===== src/rtl/io_line_pkg.sv =====
// io_line_pkg: state encoding and default widths shared by the I/O line capture and generator blocks.
package io_line_pkg;
    typedef enum logic [2:0] {IDLE, ARMED, WAIT, ACTIVE, DONE} io_state_e;
    localparam int IO_DLY_W = 21;
    localparam int IO_WID_W = 11;
endpackage


===== src/rtl/io_input_sync_filter.sv =====
// io_input_sync_filter: 2-flop synchronizer plus debounce filter, enabled by IO_IN_DEBOUNCE_EN.
module io_input_sync_filter #(
    parameter int DEB_CYCLES = 4
) (
    input  logic clk,
    input  logic rst,
    input  logic i_rest_level,
    input  logic i_line_in,
    output logic o_line_f
);
    if (DEB_CYCLES < 1) begin : g_bad_deb
        $error("DEB_CYCLES must be at least 1");
    end
    logic [1:0] r_sync;
    always_ff @(posedge clk)
        r_sync <= !rst ? {2{i_rest_level}} : {r_sync[0], i_line_in};
`ifdef IO_IN_DEBOUNCE_EN
    localparam int CW = $clog2(DEB_CYCLES + 1);
    logic [CW-1:0] r_cnt;
    logic          r_line_f;
    // The output flips on the DEB_CYCLES-th consecutive differing sample.
    always_ff @(posedge clk)
        if (!rst) begin
            r_line_f <= i_rest_level;
            r_cnt    <= '0;
        end else if (r_sync[1] == r_line_f) r_cnt <= '0;
        else if (r_cnt == CW'(DEB_CYCLES - 1)) begin
            r_line_f <= r_sync[1];
            r_cnt    <= '0;
        end else r_cnt <= r_cnt + 1'b1;
    assign o_line_f = r_line_f;
`else
    assign o_line_f = r_sync[1];
`endif
endmodule


===== src/rtl/io_input_line_capture.sv =====
// io_input_line_capture: arm/go triggered delay and width measurement of one input line.
// Debounce filter enabled by defining IO_IN_DEBOUNCE_EN.
module io_input_line_capture
    import io_line_pkg::*;
#(
    parameter int DEB_CYCLES = 4,
    parameter int DLY_W      = IO_DLY_W,
    parameter int WID_W      = IO_WID_W
) (
    input  logic             clk,
    input  logic             rst,
    input  logic             i_rest_level,
    input  logic             i_arm,
    input  logic             i_go,
    input  logic [DLY_W-1:0] i_window,
    input  logic             i_line_in,
    input  logic             i_hard_stop,
    output logic [DLY_W-1:0] o_meas_delay,
    output logic [WID_W-1:0] o_meas_width,
    output logic             o_capture_complete,
    output logic             o_timed_out,
    output logic             o_width_sat,
    output logic             o_busy
);
    io_state_e        r_state, w_next;
    logic             w_line_f, w_rest, w_edge, w_tmo, w_sat, w_start;
    logic             r_seen, r_tmo, r_sat;
    logic [DLY_W-1:0] r_dly, r_delay, w_dly_inc;
    logic [WID_W-1:0] r_wid, r_width;

    io_input_sync_filter #(.DEB_CYCLES(DEB_CYCLES)) u_filt (
        .clk          (clk),
        .rst          (rst),
        .i_rest_level (i_rest_level),
        .i_line_in    (i_line_in),
        .o_line_f     (w_line_f)
    );

    // Delays count edges since go, so the edge-sampling cycle itself is included.
    assign w_dly_inc = r_dly + 1'b1;
    assign w_rest    = w_line_f == i_rest_level;
    assign w_edge    = r_seen && !w_rest;
    assign w_tmo     = |i_window && w_dly_inc == i_window;
    assign w_sat     = &r_wid;
    assign w_start   = (r_state == IDLE || r_state == ARMED) && w_next == WAIT;

    always_ff @(posedge clk)
        r_state <= !rst ? IDLE : w_next;

    always_comb begin
        w_next = r_state;
        if (i_hard_stop || !i_arm) w_next = IDLE;
        else
            case (r_state)
                IDLE:    w_next = i_go ? WAIT : ARMED;
                ARMED:   w_next = i_go ? WAIT : ARMED;
                WAIT:    w_next = w_edge ? ACTIVE : w_tmo ? DONE : WAIT;
                ACTIVE:  w_next = (w_rest || w_sat) ? DONE : ACTIVE;
                default: w_next = DONE;
            endcase
    end

    always_comb begin
        o_busy             = r_state == WAIT || r_state == ACTIVE;
        o_capture_complete = r_state == DONE;
    end

    always_ff @(posedge clk)
        if (!rst || i_hard_stop || !i_arm) begin
            r_dly   <= '0;
            r_wid   <= '0;
            r_delay <= '0;
            r_width <= '0;
            r_tmo   <= 1'b0;
            r_sat   <= 1'b0;
            r_seen  <= 1'b0;
        end else if (w_start) begin
            r_dly   <= '0;
            r_wid   <= '0;
            r_delay <= '0;
            r_width <= '0;
            r_tmo   <= 1'b0;
            r_sat   <= 1'b0;
            r_seen  <= w_rest;
        end else if (r_state == WAIT) begin
            r_dly  <= w_dly_inc;
            r_seen <= r_seen | w_rest;
            if (w_edge) begin
                r_delay <= w_dly_inc;
                r_wid   <= WID_W'(1);
            end else if (w_tmo) begin
                r_tmo   <= 1'b1;
                r_delay <= i_window;
            end
        end else if (r_state == ACTIVE) begin
            r_wid <= r_wid + 1'b1;
            if (w_rest) r_width <= r_wid;
            else if (w_sat) begin
                r_sat   <= 1'b1;
                r_width <= '1;
            end
        end

    assign o_meas_delay = r_delay;
    assign o_meas_width = r_width;
    assign o_timed_out  = r_tmo;
    assign o_width_sat  = r_sat;
endmodule


===== config.mk =====
export PLATFORM = sky130hd
export DESIGN_NAME = io_input_line_capture
export DESIGN_NICKNAME = d
export VERILOG_FILES = /design/src/rtl/io_line_pkg.sv /design/src/rtl/io_input_sync_filter.sv /design/src/rtl/io_input_line_capture.sv
export SDC_FILE = /design/constraint.sdc
export NUM_CORES = 1
export LEC_CHECK = 0
export CELL_PAD_IN_SITES_DETAIL_PLACEMENT = 1
export CELL_PAD_IN_SITES_GLOBAL_PLACEMENT = 1
export CORE_ASPECT_RATIO = 1.1
export CORE_MARGIN = 1.5
export CORE_UTILIZATION = 40
export DETAILED_ROUTE_END_ITERATION = 8
export GPL_TIMING_DRIVEN = 0
export PLACE_DENSITY_LB_ADDON = 0.1
export SETUP_SLACK_MARGIN = 0.3
export SLEW_MARGIN = 20
export SYNTH_ARGS = -nofsm -noshare
export SYNTH_HDL_FRONTEND = slang
export SYNTH_SLANG_ARGS = --single-unit
export TNS_END_PERCENT = 1

===== constraint.sdc =====
create_clock -name clk -period 4 [get_ports clk]
set_input_delay 0.8 -clock clk [delete_from_list [all_inputs] [get_ports clk]]
set_output_delay 0.8 -clock clk [all_outputs]
set_load 0.03 [all_outputs]

==> results.md <==
- Max Fclk: 0.286 GHz
- Outcome: completed
- Pins Over Slew Limit: 0
- Post-layout min period: 3.50 ns
- RSZ-0062 raised after global routing: no
- Final Setup Violations: 0
- Post-synth top cells: 72 x dfxtp_1, 48 x o21ai_0, 47 x nand2_1
- Starting Density: 41.2%
- Gate count after technology mapping: 506
- H-tree levels: 3
- Worst R2R Start: r_dly[0]
- Worst hold path type: register to register
- CP cell instances: buf_2 -> nand2_1 -> or4_1 -> buf_2 -> or3_1 -> a21oi_1 -> nand4b_1 -> o41a_1 -> clkbuf_1 -> o21ai_0 -> a21oi_1
- Clock-pin slew on the worst setup and hold paths: 0.09 ns
- Detailed-placement wirelength estimate: 9.94 mm
- Leakage: 1.69 nW
- Max incr delay on CP: 0.55 ns
- Asr flop ratio synth: 0%
- Number of buffers created by CTS: 9
- Sinks on Clock Net: 72
- Synthesized area: 4080 µm²
- Post-synth EDFFs: 0
- Startpoint Class: register
- Die Area: 10800 µm²
- Area contributors post-synth: dfxtp_1 35%, xor2_1 6.4%, xnor2_1 6.0%
- Core Box Area: 9890 µm²
- Library cells used by synthesis: 52
- Die W: 99.3 µm
- First-pass GRT wire length: 20.8 mm
- Filler instances: 1219
- Post-Syn Nets: 537
- Crit path from: r_dly[0]
- Final hold violations: 0
- Final WL: 13.0 mm
- Gp weighted congestion: 0.869
- Area occupied by multi-input gates: 2480 µm²
- Rel. slew slack: 51.3%
- Global route overflow: 0
- Area growth syn-to-layout: 25.6%
- Detailed router's first-iteration violation count: 198
- Drt wl/cell: 18.3 µm
- Post-synthesis area per instance: 8.06 µm²
- Grt met1 use: 30.1%
- Residual DRC count: 0
- Buf+Inv Stages, Crit Path: 3
- Worst Setup End Kind: register
- Arr. time, crit path: 3.73 ns
- Die H: 109 µm
- Met3 Use GR: 2.50%
- Worst-Margin Slew: 0.730 ns
- Main synth FF type: dfxtp_1
- Num ports: 64
- Layout cells sized above 1: 7.81%
- Warnings, synthesis: 0
- Vias in the first global route: 4041
- CTS tree: yes
- Vias per cell: 5.69
- Via Count: 4037
- Largest net degree at the start of global routing: 13
- Reg area: 1440 µm²
- Min-delay src: u_filt.r_sync[0]
- Ant diodes: 0
- Initial antenna violation count: 0
- Fin Setup TNS: 0 ns
- GRT Max-Usage Layer: met2
- Rows: 38
- Top cell type's share of synthesized area: 35.3%
- GRT Util Overall: 24.7%
- PortBufs: 63
- Crit-path max FO: 10
- Tot Pwr: 1.48 mW
- Slowest CP cell: o41a_1
- Critical path class: register to register
- WP data required: 4.23 ns
- M2 GR Usage: 45.3%
- # hold bufs at CTS: 0
- Nets: 615
- Worst vdd rail ir drop: 0.000181 V
- Register area share after synthesis: 35.3%
- Crit path max-delay family: simple AND/OR/NAND/NOR gates
- Max_cap viols: 0
- DRT antenna net count: 0
- PwrDens: 290 nW/µm²
- Yosys reg bits: 72
- Most common cell in the netlist: dfxtp_1
- Insertion delay of the later-clocked pin in the worst-skew pair: 0.36 ns
- Maximum buffer depth of the clock tree: 2
- Period Utilization, post-route: 87.5%
- Clock root cell: clkbuf_8
- Clock skew: 0.00904 ns
- DRT Pass-1 Iters: 4
- Cell taking the most area after synthesis: dfxtp_1
[repair_timing]
item / CTS / global route
resized for setup: 2 / 1
pin swaps: 0 / 2
endpoints found under the setup margin: 16 / 16
setup buffers: 0 / 4
[cells by family (layout without fill, tap and decap cells)]
| family | after synthesis | after routing | share of synthesized area, % |
|---|---|---|---|
| flip-flops | 72 | 72 | 35.3 |
| AND/OR/NAND/NOR | 205 | 205 | 25.5 |
| adder cells (fa/ha/maj) | 3 | 3 | 0.920 |
| XOR/XNOR | 63 | 63 | 15.2 |
| buffers and inverters | 44 | 127 | 4.39 |
| AO/OA/AOI/OAI | 116 | 116 | 17.9 |
| multiplexers | 3 | 3 | 0.736 |
[routing by layer]
metal | up-vias | part of all wire [%] | routed length, µm
li1 | 1974 | - | -
met1 | 1971 | 44 | 5680
met2 | 76 | 51 | 6680
met3 | 16 | 3.1 | 398
met4 | 0 | 1.9 | 242
met5 | - | 0 | 0
[flip-flops by register name, summed over array words and instances (netlist names)]
register,flops
o_meas_delay,21
u_filt.r_sync,2
r_state,3
o_timed_out,1
o_meas_width,11
r_dly,21
r_seen,1
r_wid,11
o_width_sat,1
[metrics by stage]
stage	cell area (µm²)	hold WS (ns)	utilization, %	cells	setup slack (ns)
finish	5120	0.459	51.8	709	0.498
CTS	5080	0.462	51.4	705	0.329
global placement	4860	0.438	49.1	689	0.0935
detailed placement	4860	0.435	49.1	689	0.0961
global route	5120	0.475	51.8	709	0.330
floorplan	4080	0.403	-	506	0.920
[report_power, final]
group / internal (mW) / switching, mW
combinational: 0.0493 / 0.0612
sequential: 0.718 / 0.00154
clock: 0.352 / 0.302
total: 1.12 / 0.365
[path summary, 6_finish.rpt]
kind	end	slack (ns)	cells after the start
max	o_meas_delay[7]	0.50	11
min	u_filt.r_sync[1]	0.46	2
min reg2reg	u_filt.r_sync[1]	0.46	2
max reg2reg	o_meas_delay[7]	0.50	11
[placed cells by master, fill, tap and decap left out, types with 3 or more instances in the layout]
master and n:
xnor2_1 28, o21ai_0 48, or4_1 8, inv_1 6, dfxtp_1 72, nand2b_1 4
mux2i_1 3, or3_1 10, clkbuf_2 3, clkbuf_1 29, nor2b_1 3, o221a_2 11
xnor3_1 5, ha_1 3, a21oi_1 33, o21a_1 3, and3_1 4, nor2_1 41
nand2_1 47, nand3_1 37, buf_4 5, clkdlybuf4s50_1 63, xor2_1 30, o211ai_1 4
nor4_1 8, nor3_1 13, buf_2 6, clkbuf_8 9, nand4_1 15
[final cells by class]
cell class              instances  area share [%]
multi-input cells             390            48.4
flip-flops and latches         72            28.1
repair buffers                 67            12.9
plain buffers                  38            3.08
well taps                     120            2.93
clock buffers                  11            2.57
clock inverters                 5            1.59
inverters                       6           0.440
[worst min-delay path, stage by stage (launching register included)]
cell	delay, ns
dfxtp_1	0.32
nand2_1	0.05
nand2_1	0.06
Note: power is estimated with default switching activity, not from simulation.
